### config.mk
export PLATFORM = sky130hd
export DESIGN_NAME = mbt_pixel_packer
export DESIGN_NICKNAME = d
export VERILOG_FILES = /design/src/rtl/mbt_pixel_packer_pkg.sv /design/src/rtl/mbt_byte_lane_packer.sv /design/src/rtl/mbt_pixel_packer.sv
export SDC_FILE = /design/constraint.sdc
export NUM_CORES = 1
export LEC_CHECK = 0
export CAP_MARGIN = 20
export CORE_AREA = 2 2 106 108
export DETAILED_ROUTE_END_ITERATION = 10
export DIE_AREA = 0 0 108 110
export HOLD_SLACK_MARGIN = 0.05
export PLACE_DENSITY_LB_ADDON = 0.05
export SLEW_MARGIN = 20
export SYNTH_ARGS = -nofsm -noshare
export SYNTH_HDL_FRONTEND = slang
export SYNTH_SLANG_ARGS = --single-unit
### constraint.sdc
create_clock -name clk -period 4.9 [get_ports clk]
set_clock_uncertainty 0.05 [all_clocks]
set_input_delay 0.735 -clock clk [delete_from_list [all_inputs] [get_ports clk]]
set_output_delay 0.735 -clock clk [all_outputs]
set_load 0.005 [all_outputs]
### src/rtl/mbt_pixel_packer_pkg.sv
// Shared constants, state encoding and frame-size helper for the pixel packer.
package mbt_pixel_packer_pkg;

  localparam int PIX_W          = 8;
  localparam int BYTES_PER_WORD = 4;
  localparam int WORD_W         = 32;

  typedef enum logic [1:0] {
    ST_IDLE = 2'd0,
    ST_RUN  = 2'd1,
    ST_DONE = 2'd2
  } state_t;

  function automatic int words_per_frame(input int h_res, input int v_res);
    return (h_res * v_res + BYTES_PER_WORD - 1) / BYTES_PER_WORD;
  endfunction

endpackage

### src/rtl/mbt_byte_lane_packer.sv
// Four-lane byte merge register: lane 0 is the low byte, lanes fill in order.
module mbt_byte_lane_packer
  import mbt_pixel_packer_pkg::*;
(
  input  logic                      clk,
  input  logic                      rst,
  input  logic                      i_clear,
  input  logic                      i_load,
  input  logic                      i_flush,
  input  logic [PIX_W-1:0]          i_data,
  output logic [WORD_W-1:0]         o_word,
  output logic [BYTES_PER_WORD-1:0] o_mask,
  output logic                      o_full
);

  logic [WORD_W-1:0] r_word;
  logic [1:0]        r_lane;

  // o_word/o_mask already include the incoming byte so the emit can be registered on the same edge
  always_comb begin
    o_word = r_word;
    o_word[r_lane*PIX_W +: PIX_W] = i_data;
    case (r_lane)
      2'd0:    o_mask = 4'b0001;
      2'd1:    o_mask = 4'b0011;
      2'd2:    o_mask = 4'b0111;
      default: o_mask = 4'b1111;
    endcase
  end

  assign o_full = i_load & (r_lane == 2'd3);

  always_ff @(posedge clk or posedge rst) begin
    if (rst) begin
      r_word <= '0;
      r_lane <= '0;
    end else if (i_clear) begin
      r_word <= '0;
      r_lane <= '0;
    end else if (i_load) begin
      if (o_full || i_flush) begin
        r_word <= '0;
        r_lane <= '0;
      end else begin
        r_word <= o_word;
        r_lane <= r_lane + 2'd1;
      end
    end
  end

endmodule

### src/rtl/mbt_pixel_packer.sv
// Packs 8-bit iteration counts four to a word and issues frame BRAM writes.
//   state   | meaning
//   IDLE    | waiting for i_frame_start, not accepting pixels
//   RUN     | accepting pixels, issuing one write per packed word
//   DONE    | final write and frame_done pulse are on the outputs
module mbt_pixel_packer
  import mbt_pixel_packer_pkg::*;
#(
  parameter int H_RES  = 800,
  parameter int V_RES  = 600,
  parameter int ADDR_W = 17
) (
  input  logic                      clk,
  input  logic                      rst,
  input  logic                      i_frame_start,
  input  logic                      i_valid,
  input  logic [PIX_W-1:0]          i_data,
  output logic                      o_ready,
  output logic [BYTES_PER_WORD-1:0] o_wea,
  output logic [ADDR_W-1:0]         o_addr,
  output logic [WORD_W-1:0]         o_dout,
  output logic                      o_busy,
  output logic                      o_frame_done
);

  localparam int N_PIX   = H_RES * V_RES;
  localparam int CNT_W   = $clog2(N_PIX + 1);
  localparam int N_WORDS = words_per_frame(H_RES, V_RES);
  localparam logic [CNT_W-1:0]  LAST_PIX  = CNT_W'(N_PIX - 1);
  localparam logic [ADDR_W-1:0] LAST_ADDR = ADDR_W'(N_WORDS - 1);

  state_t                    r_state;
  logic [CNT_W-1:0]          r_pix_cnt;
  logic [ADDR_W-1:0]         r_word_idx;
  logic                      w_xfer;
  logic                      w_last;
  logic                      w_full;
  logic [WORD_W-1:0]         w_word;
  logic [BYTES_PER_WORD-1:0] w_mask;

  // a frame restart wins over a simultaneous pixel, which is dropped
  assign w_xfer = i_valid & o_ready & ~i_frame_start;
  assign w_last = w_xfer & (r_pix_cnt == LAST_PIX);

  mbt_byte_lane_packer u_lanes (
    .clk     (clk),
    .rst     (rst),
    .i_clear (i_frame_start),
    .i_load  (w_xfer),
    .i_flush (w_last),
    .i_data  (i_data),
    .o_word  (w_word),
    .o_mask  (w_mask),
    .o_full  (w_full)
  );

  always_ff @(posedge clk or posedge rst) begin
    if (rst) begin
      r_state      <= ST_IDLE;
      r_pix_cnt    <= '0;
      r_word_idx   <= '0;
      o_ready      <= 1'b0;
      o_wea        <= '0;
      o_addr       <= '0;
      o_dout       <= '0;
      o_busy       <= 1'b0;
      o_frame_done <= 1'b0;
    end else begin
      o_wea        <= '0;
      o_frame_done <= 1'b0;
      if (i_frame_start) begin
        r_state    <= ST_RUN;
        r_pix_cnt  <= '0;
        r_word_idx <= '0;
        o_ready    <= 1'b1;
        o_busy     <= 1'b1;
      end else begin
        case (r_state)
          ST_IDLE: ;
          ST_RUN: begin
            if (w_xfer) begin
              r_pix_cnt <= r_pix_cnt + CNT_W'(1);
              if (w_full || w_last) begin
                o_wea  <= w_mask;
                o_addr <= r_word_idx;
                o_dout <= w_word;
                if (r_word_idx != LAST_ADDR) r_word_idx <= r_word_idx + ADDR_W'(1);
              end
              if (w_last) begin
                r_state      <= ST_DONE;
                o_ready      <= 1'b0;
                o_busy       <= 1'b0;
                o_frame_done <= 1'b1;
              end
            end
          end
          ST_DONE: r_state <= ST_IDLE;
          default: begin
            r_state <= ST_IDLE;
            o_ready <= 1'b0;
            o_busy  <= 1'b0;
          end
        endcase
      end
    end
  end

endmodule
==> results of run 1 <==
worst max-delay path, delay by kind of cell:
| kind | cells | cell delay (ps) |
|---|---|---|
| AND/OR/NAND/NOR | 3 | 1120 |
| multiplexers | 1 | 370 |
| AO/OA/AOI/OAI | 1 | 560 |
| buffers and inverters | 1 | 540 |
final cells by class:
class,instances,share of cell area
repair buffers,74,0.101
multi-input cells,352,0.346
inverters,32,0.0173
well taps,140,0.0243
clock buffers,22,0.0655
flip-flops and latches,127,0.440
clock inverters,8,0.00554
cell usage after synthesis, types with 3 or more instances:
| master | n | area (um2) |
|---|---|---|
| nor4b_1 | 3 | 26.3 |
| nand2_1 | 45 | 169 |
| clkbuf_1 | 17 | 63.8 |
| mux2_2 | 52 | 586 |
| a22o_1 | 32 | 280 |
| o31ai_1 | 5 | 37.5 |
| a21oi_1 | 17 | 85.1 |
| nor2_1 | 25 | 93.8 |
| nor4bb_1 | 4 | 40.0 |
| xor2_1 | 6 | 52.6 |
| buf_1 | 5 | 18.8 |
| ha_1 | 8 | 100 |
| and4_1 | 5 | 43.8 |
| nor2b_1 | 9 | 56.3 |
| nand3_1 | 15 | 75.1 |
| inv_1 | 32 | 120 |
| o21ai_0 | 33 | 165 |
| buf_2 | 5 | 25.0 |
| mux2_1 | 3 | 33.8 |
| nor4_1 | 4 | 25.0 |
| nand4_1 | 7 | 43.8 |
| or4_1 | 6 | 45.0 |
| and2_1 | 11 | 68.8 |
| nor3_1 | 12 | 60.1 |
| and3_1 | 7 | 43.8 |
| o22ai_1 | 3 | 18.8 |
| or3_1 | 8 | 50.1 |
| dfrtp_1 | 127 | 3180 |
| xnor2_1 | 10 | 87.6 |
logic make-up (layout without fill, tap and decap cells):
logic type | after synthesis | count (layout) | share of synthesized area
and+or+nand+nor | 176 | 176 | 0.167
muxes | 55 | 55 | 0.105
DFF | 127 | 127 | 0.536
buffers and inverters | 62 | 136 | 0.0435
AOI/OAI and AO/OA | 97 | 97 | 0.108
xor gates and xnor gates | 16 | 16 | 0.0237
adders and majority gates | 8 | 8 | 0.0169
through the flow:
step | cell area, um2 | power, uW
2_1_floorplan | 5920 | 1180
3_3_place_gp | 6710 | 1230
3_5_place_dp | 6710 | 1240
4_1_cts | 7220 | 2320
5_1_grt | 7220 | 2390
6_report | 7220 | 2300
path summary, 6_finish.rpt:
path	start	end	cells past startpoint
hold reg to reg	u_lanes.r_word[31]	u_lanes.r_word[31]	1
setup reg to reg	r_pix_cnt[0]	r_word_idx[5]	6
min in group asynchronous	rst	o_addr[11]	2
setup / recovery	i_valid	r_word_idx[5]	6
max in group asynchronous	rst	r_pix_cnt[1]	3
hold / removal	u_lanes.r_word[31]	u_lanes.r_word[31]	1
flip-flops by register name, indices dropped and copies added, names as in the netlist:
register        flops
o_addr             17
o_wea               4
o_busy              1
o_frame_done        1
u_lanes.r_lane      2
r_pix_cnt          19
r_word_idx         17
o_dout             32
u_lanes.r_word     32
r_state             2
per-layer routing:
metal | wire, um | GRT usage
met1 | 5970 | 0.335
met2 | 6400 | 0.369
met3 | 625 | 0.0511
met4 | 232 | 0.0952
met5 | 0 | 0
where the power goes:
group / switching, uW / total [uW] / internal [uW]
registers: 13.1 / 1080 / 1060
logic: 89.6 / 139 / 49.1
clock network: 427 / 1090 / 660
==> flow_summary_export.csv, run 1 <==
group,metric,value,unit
outcome,outcome,"completed",
worst_hold_path,worst_hold_path_type,"flop to flop",
clock_tree,cts_resized,0,
detailed_routing,via_count,4329,
worst_setup_path,timing.critical_path.required,5260,ps
final_layout,area_growth_syn_to_layout,21.9,%
final_layout,total_nets_final,624,
sta,fin_worst_hold_slack,443,ps
synthesis,synth.yosys.warnings,0,
global_route,grt_pass1_vias,4275,
placed_design,dpl_worst_slack,1410,ps
flow_run,max_cap_viol_count,0,
floorplanning,die-width,108,um
worst_setup_path,slowest_stage,"o21a_1",
clock_tree,cts_tree,"done",
global_route,grtUsageTotal,0.240,
sta,maxClockFrequency,338,MHz
synthesis,postSynthRegisterBits,127,
detailed_routing,drt_iter0_markers,278,
final_layout,final_cell_mix,"127 x dfrtp_1, 66 x clkdlybuf4s50_1, 52 x mux2_2",
sta,maxSlewHeadroom,0.280,
clock_tree,tritoncts_buffers,17,
synthesis,async_flop_share,1.00,
synthesis,synth.net_count,561,
placed_design,placed_cells_incl_taps,725,
final_layout,drive_gt1_frac,0.161,
sta,fin_crit_sh,0.604,
synthesis,yosys.cell_types.count,46,
detailed_routing,drt_first_pass_iters,5,
power_and_ir_drop,leakage,0.00318,uW
clock_tree,numClockSinks,127,
synthesis,synth.avg_cell_area,11.0,um2
worst_setup_path,r2r_slack,1940,ps
power_and_ir_drop,power.ir.vdd_worst,0.219,mV
power_and_ir_drop,cellPowerDensity,319,mW/mm2
detailed_routing,post_drt_wl_per_cell,17.5,um
sta,setup_viol_count_final,0,
worst_setup_path,setup.worst_path.end_class,"flop",
placed_design,routabilityCongestion,0.801,
worst_setup_path,arrival,3320,ps
detailed_routing,drt_drc_violations_left,0,
final_layout,layout_commonest_cell,"dfrtp_1",
placed_design,place.detailed.hpwl,8600,um
floorplanning,core_region_area,0.0107,mm2
clock_tree,postCtsHoldBufs,0,
global_route,grt.overflow.total,0,
sta,worst-slew-pin-transition,1070,ps
sta,post-route-min-period,2960,ps
sta,final_critical_path_setup_slack,1940,ps
sta,report.final.slew_viol_count,0,
global_route,largest_net_degree_at_the_start_of_global_routing,90,
sta,finalSetupTns,0,ps
clock_tree,clock_tree.root_cell,"clkbuf_8",
floorplanning,floorplan.initialDensity,0.554,
final_layout,fill_cells,845,
synthesis,synth_enable_flop_cells,0,
clock_tree,number_of_h_tree_levels,4,
synthesis,yosys_most_used_dff,"dfrtp_1",
global_route,antenna_found_initial,0,
clock_tree,cts.clk_slew.worst_paths,60,ps
final_layout,finish.utilization,0.675,
floorplanning,dieArea,0.0119,mm2
final_layout,seq_area,0.00318,mm2
clock_tree,cts_max_path_buffers,2,
worst_setup_path,setup.worst_path.start_class,"input pin",
floorplanning,vert_die_dim,110,um
final_layout,area_of_the_multi_input_gates,0.00250,mm2
synthesis,synthesis.area,0.00592,mm2
clock_tree,cts_setup_buffers,0,
worst_setup_path,cell_breakdown_of_the_critical_path,"clkdlybuf4s50_1, nand2_2, or4_4, o21a_1, nor4b_1, mux2_2",
clock_tree,clk_latency,530,ps
detailed_routing,total_wirelength_of_the_detailed_routed_design,13200,um
worst_setup_path,max_stage_delay,560,ps
detailed_routing,detail_route.vias_per_cell,5.73,
detailed_routing,final_antenna_net_count,0,
floorplanning,rows,38,
final_layout,instances_no_fill,755,
sta,setup_repair_after_global_routing_missed_its_margin,"no",
sta,report.final.hold_viol_count,0,
worst_setup_path,crit_path_max_fanout,30,
synthesis,synth.yosys.seq_area_share,0.536,
synthesis,syn-instance-count,541,
floorplanning,boundaryPins,68,
placed_design,place.port_buffers,67,
worst_setup_path,criticalPathCategory,"input pin to flop",
global_route,first_pass_grt_wire_length,21600,um
final_layout,antenna-diode-count,0,
No activity file was read; power rests on OpenSTA's default activity.
==> run 2, diff against run 1 <==
==> constraint.sdc (replaced) <==
create_clock -name clk -period 2.8 [get_ports clk]
set_clock_uncertainty 0.05 [all_clocks]
set_input_delay 0.42 -clock clk [delete_from_list [all_inputs] [get_ports clk]]
set_output_delay 0.42 -clock clk [all_outputs]
set_load 0.005 [all_outputs]
==> flow_summary_export.csv, run 2 (synthesized netlist as in run 1, its figures left out) <==
group,metric,value,unit
outcome,outcome,"completed",
final_layout,antenna-diode-count,0,
floorplanning,boundaryPins,68,
sta,finalSetupTns,0,ps
worst_setup_path,setup.worst_path.end_class,"flop",
detailed_routing,final_antenna_net_count,0,
placed_design,place.detailed.hpwl,8480,um
sta,fin_crit_sh,0.876,
sta,setup_viol_count_final,0,
global_route,antenna_found_initial,0,
placed_design,place.port_buffers,67,
worst_setup_path,criticalPathCategory,"flop to flop",
final_layout,instances_no_fill,772,
floorplanning,vert_die_dim,110,um
clock_tree,cts_setup_buffers,0,
detailed_routing,drt_first_pass_iters,4,
detailed_routing,drt_iter0_markers,311,
sta,worst-slew-pin-transition,752,ps
global_route,grtUsageTotal,0.238,
worst_setup_path,max_stage_delay,520,ps
global_route,grt_pass1_vias,4294,
worst_setup_path,timing.critical_path.required,3190,ps
worst_setup_path,arrival,2840,ps
power_and_ir_drop,cellPowerDensity,587,mW/mm2
detailed_routing,post_drt_wl_per_cell,16.8,um
sta,final_critical_path_setup_slack,346,ps
placed_design,dpl_worst_slack,-50.5,ps
final_layout,final_cell_mix,"127 x dfrtp_1, 66 x clkdlybuf4s50_1, 52 x mux2_2",
sta,post-route-min-period,2450,ps
flow_run,max_cap_viol_count,0,
worst_setup_path,reg2regPathDepth,7,
clock_tree,cts_resized,0,
sta,setup_repair_after_global_routing_missed_its_margin,"no",
final_layout,drive_gt1_frac,0.185,
floorplanning,core_region_area,0.0107,mm2
floorplanning,rows,38,
clock_tree,clock_tree.root_cell,"clkbuf_8",
worst_setup_path,cell_breakdown_of_the_critical_path,"ha_1, nand2_1, or4_4, o21a_1, buf_4, or4_1, a21oi_1",
floorplanning,dieArea,0.0119,mm2
final_layout,seq_area,0.00318,mm2
sta,maxSlewHeadroom,0.498,
sta,fin_worst_hold_slack,352,ps
final_layout,fill_cells,813,
placed_design,placed_cells_incl_taps,740,
worst_setup_path,crit_path_max_fanout,15,
final_layout,total_nets_final,639,
detailed_routing,via_count,4354,
power_and_ir_drop,power.ir.vdd_worst,0.339,mV
worst_setup_path,setup.worst_path.start_class,"flop",
detailed_routing,total_wirelength_of_the_detailed_routed_design,12900,um
final_layout,area_of_the_multi_input_gates,0.00250,mm2
global_route,grt.overflow.total,0,
clock_tree,clk_latency,520,ps
clock_tree,postCtsHoldBufs,0,
detailed_routing,detail_route.vias_per_cell,5.64,
clock_tree,number_of_h_tree_levels,4,
clock_tree,cts_tree,"done",
floorplanning,die-width,108,um
floorplanning,floorplan.initialDensity,0.554,
worst_hold_path,worst_hold_path_type,"input pin to flop",
worst_setup_path,slowest_stage,"or4_1",
clock_tree,numClockSinks,127,
placed_design,routabilityCongestion,0.770,
detailed_routing,drt_drc_violations_left,0,
placed_design,post_dp_cell_area,0.00685,mm2
global_route,largest_net_degree_at_the_start_of_global_routing,128,
clock_tree,tritoncts_buffers,17,
sta,report.final.slew_viol_count,0,
final_layout,reg.largest.list,"o_dout: 32 flops, u_lanes.r_word: 32 flops, r_pix_cnt: 19 flops",
final_layout,post-route-cell-area,0.00745,mm2
final_layout,layout_commonest_cell,"dfrtp_1",
clock_tree,cts.clk_slew.worst_paths,60,ps
power_and_ir_drop,leakage,0.00327,uW
sta,maxClockFrequency,408,MHz
global_route,first_pass_grt_wire_length,21700,um
worst_hold_path,min_delay_path_depth,4,
clock_tree,cts_max_path_buffers,2,
final_layout,area_growth_syn_to_layout,25.8,%
sta,report.final.hold_viol_count,0,
[run 2: changes by cell type in the layout (fill, tap and decap cells not counted)]
cell        before  now
clkbuf_1         1    0
clkbuf_8         5    2
bufinv_16        0    3
clkinv_4         0    4
inv_6            1    3
buf_4            6   19
clkinvlp_4       0    5
clkinv_2         8    0
buf_12           1    3
[run 2: layout make-up]
class | instances | share of cell area
Clock buffer | 18 | 0.0574
Clock inverter | 14 | 0.0243
Inverter | 32 | 0.0166
Multi-Input combinational cell | 352 | 0.335
Sequential cell | 127 | 0.426
Tap cell | 140 | 0.0235
Timing Repair Buffer | 89 | 0.116
[run 2: path summary, 6_finish.rpt]
check                                         from                  to  slack [ps]
worst max-delay path                  r_pix_cnt[0]       r_word_idx[9]         350
worst min-delay path                 i_frame_start          r_state[1]         350
worst max register to register        r_pix_cnt[0]       r_word_idx[9]         350
worst min register to register  u_lanes.r_word[28]  u_lanes.r_word[28]         440
max in group asynchronous                      rst      r_word_idx[11]        1770
min in group asynchronous                      rst           o_addr[9]         360
[run 2: report_power, final]
part / internal [uW] / switching, uW
Clock: 1390 / 847
Sequential: 1860 / 22.9
Combinational: 93.3 / 158
Total: 3350 / 1030
[run 2: layer usage]
layer,GRT usage,vias to the layer above,share of wire
li1,-,2079,-
met1,0.343,2155,0.46
met2,0.359,104,0.48
met3,0.0400,16,0.054
met4,0.0989,0,0.013
met5,0,-,0
[run 2: stage by stage]
stage	total power, uW	utilization
after floorplan	2060	-
after global placement	2160	0.640
after detailed placement	2170	0.640
after CTS	4420	0.697
after global routing	4530	0.697
final	4380	0.697
[run 2: critical path, delay by kind of cell, from the launching register on]
family | cells | cell delay, ps
AOI/OAI and AO/OA | 2 | 470
DFF | 1 | 400
buffers and inverters | 1 | 210
and+or+nand+nor | 3 | 1050
adders and majority gates | 1 | 180
==> RTL edit: new RTL, settings of run 1 <==
Change the package constant `BYTES_PER_WORD` from 4 to 5.
--- a/src/rtl/mbt_pixel_packer_pkg.sv
+++ b/src/rtl/mbt_pixel_packer_pkg.sv
@@ -3,5 +3,5 @@
 
   localparam int PIX_W          = 8;
-  localparam int BYTES_PER_WORD = 4;
+  localparam int BYTES_PER_WORD = 5;
   localparam int WORD_W         = 32;
 
Interface: changed (resized o_wea); port bits go from 68 to 69. The function was not compared with the original's and may differ.
==> RTL edit against run 1 <==
  * Maximum frequency barely moved
  * Critical path depth rose by 1
  * Routed wire length rose by 2.2%
  * Sequential cell count did not move
  * Power rose by 7.4%
  * First-iteration DRC count rose by 8.6%
  * Cell area rose by 1.6%
  * Setup slack got worse by 0.0028 ns
  * Synthesized area rose by 0.99%
  * Critical path type is now flop to flop
==> RTL edit: results (changes against run 1) <==
qor: outcome.outcome finished clean
qor: clock_tree.ctsLongestPathBuffers 2 [unchanged]
qor: global_route.grt_start_max_net_pins 83 [-7.8%]
qor: global_route.grt_usage 24.6% [+0.65 points]
qor: global_route.number_of_antenna_violations_at_the_first_check_in_global_routing 0 [unchanged]
qor: route.dr_total_vias 4581 [+5.8%]
qor: logic_synthesis.ys.flop_type dfrtp_1
qor: power_and_ir_drop.power.switching_fraction 21.4% [-1.5 points]
qor: final_layout.insertedDiodeCount 0 [unchanged]
qor: final_layout.fin_nets 656 [+5.1%]
qor: logic_synthesis.synth_top_cells_by_area dfrtp_1 53%, nor2b_1 4.2%, a21o_1 4.1%
qor: power_and_ir_drop.total_leakage_power 3.55 nW [+12%]
qor: route.drt-pass1-iter-count 5 [unchanged]
qor: worst_setup_path.cp_data_arrival_time 3.33 ns [about the same]
qor: place.pre_cts_ws 1.65 ns [+0.246 ns]
qor: worst_hold_path.worstHoldPathType flop to flop
qor: final_layout.layout.filler_cells 844 [-0.12%]
qor: logic_synthesis.synth_async_sr_flop_share 100% [unchanged]
qor: place.dpl.hpwl 8750 um [+1.8%]
qor: logic_synthesis.synth_common_cells 127 x dfrtp_1, 59 x nor2_1, 48 x a21oi_1, 40 x nor2b_1, 33 x a21o_1
qor: logic_synthesis.synth-seq-area-share 53.1% [-0.53 points]
qor: clock_tree.clock_transition_at_the_registers_of_the_reported_paths 0.06 ns [about the same]
qor: final_layout.largestRegisters o_dout (32), u_lanes.r_word (32), r_pix_cnt (19)
qor: route.drt_wl_total 13500 um [+2.2%]
qor: global_route.grt_first_pass_wirelength 22500 um [+4.4%]
qor: clock_tree.clockRootBuffer clkbuf_8
qor: clock_tree.clk_latency 0.53 ns [about the same]
qor: clock_tree.cts_max_level 4 [unchanged]
qor: clock_tree.cts_buffers 17 [unchanged]
qor: final_layout.drive_above_1_share 9.27% [-6.8 points]
qor: worst_setup_path.critical_path_peak_fanout 19 [-37%]
qor: place.total_of_buffers_placed_on_input_and_output_ports 67 [unchanged]
qor: clock_tree.cts_resized 0 [unchanged]
qor: worst_setup_path.critical-path-max-stage-delay 0.67 ns [+0.11 ns]
qor: final_layout.layout.cells.non_filler 787 [+4.2%]
qor: place.finalWeightedCongestion 0.856 [+6.8%]
qor: global_route.number_of_global_route_vias_before_repair 4527 [+5.9%]
qor: route.drt-initial-drc-count 302 [+8.6%]
qor: worst_setup_path.cpLargestDelayFamily simple AND/OR/NAND/NOR gates
qor: place.place.detailed.instances 757 [+4.4%]
qor: logic_synthesis.synthesis.area_per_instance 10.4 um2 [-4.6%]
qor: logic_synthesis.distinct_cell_type_count_after_synthesis 50 [+8.7%]
qor: power_and_ir_drop.irDropWorstVdd 0.192 mV [-12%]
qor: logic_synthesis.mappedNetlistNets 593 [+5.7%]
qor: logic_synthesis.yosysWarningCount 0 [unchanged]
qor: worst_setup_path.slowest_stage nand3_1
qor: sta.worstMarginPinSlew 0.837 ns [-0.234 ns]
qor: clock_tree.post-cts-setup-buffers 0 [unchanged]
RTL edit: changes by cell type after synthesis, moves of 6 or more:
| cell | run 1 | this run |
|---|---|---|
| inv_1 | 32 | 12 |
| a22o_1 | 32 | 24 |
| o21ai_0 | 33 | 10 |
| a21oi_1 | 17 | 48 |
| a21o_1 | 1 | 33 |
| nor2_1 | 25 | 59 |
| nor2b_1 | 9 | 40 |
| mux2_2 | 52 | 18 |
| nand2_1 | 45 | 20 |
| nand3_1 | 15 | 21 |
RTL edit: path summary, 6_finish.rpt:
| path | end | depth (start not counted) | slack, ns | from |
|---|---|---|---|---|
| max | o_dout[16] | 7 | 1.94 | r_pix_cnt[0] |
| min reg2reg | u_lanes.r_word[31] | 1 | 0.42 | u_lanes.r_word[31] |
| min | u_lanes.r_word[31] | 1 | 0.42 | u_lanes.r_word[31] |
| max reg2reg | o_dout[16] | 7 | 1.94 | r_pix_cnt[0] |
| min in group asynchronous | o_dout[12] | 2 | 0.66 | rst |
| max in group asynchronous | u_lanes.r_word[26] | 3 | 3.31 | rst |
RTL edit: metal layers:
| layer | global-route usage (%) | vias to the layer above | part of all wire (%) |
|---|---|---|---|
| li1 | - | 2168 | - |
| met1 | 35.4 | 2279 | 48 |
| met2 | 36.9 | 116 | 46 |
| met3 | 5.94 | 18 | 5.3 |
| met4 | 8.52 | 0 | 1.3 |
| met5 | 0 | - | 0 |
RTL edit: power groups by stage:
stage | clock network, mW | logic [mW] | registers [mW]
after global routing | 1.34 | 0.146 | 1.07
after CTS | 1.29 | 0.132 | 1.07
after floorplan | 0 | 0.0772 | 1.09
final | 1.27 | 0.132 | 1.07
after global placement | 0 | 0.129 | 1.09
after detailed placement | 0 | 0.131 | 1.09
RTL edit: stage by stage:
stage / area [um2] / hold slack, ns
2_1_floorplan: 5980 / 0.395
3_3_place_gp: 6740 / 0.408
3_5_place_dp: 6740 / 0.413
4_1_cts: 7340 / 0.429
5_1_grt: 7340 / 0.437
6_report: 7340 / 0.423
RTL edit: logic make-up (layout without fill, tap and decap cells):
logic type | Yosys count | in the layout | synth area share [%]
flip-flops | 127 | 127 | 53.1
AND/OR/NAND/NOR | 225 | 225 | 20.9
buffers and inverters | 43 | 117 | 3.20
multiplexers | 23 | 23 | 4.22
XOR/XNOR | 17 | 17 | 2.49
AO/OA/AOI/OAI | 129 | 129 | 14.3
adder cells (fa/ha/maj) | 8 | 8 | 1.67
other | 1 | 1 | 0.0627
RTL edit: final cells by class:
type / count / area, um2 / share of cell area [%]
repair buffers: 75 / 726 / 9.89
clock inverters: 6 / 105 / 1.43
inverters: 12 / 50.0 / 0.682
well taps: 140 / 175 / 2.39
clock buffers: 24 / 490 / 6.68
flip-flops and latches: 127 / 3180 / 43.3
multi-input cells: 403 / 2620 / 35.6
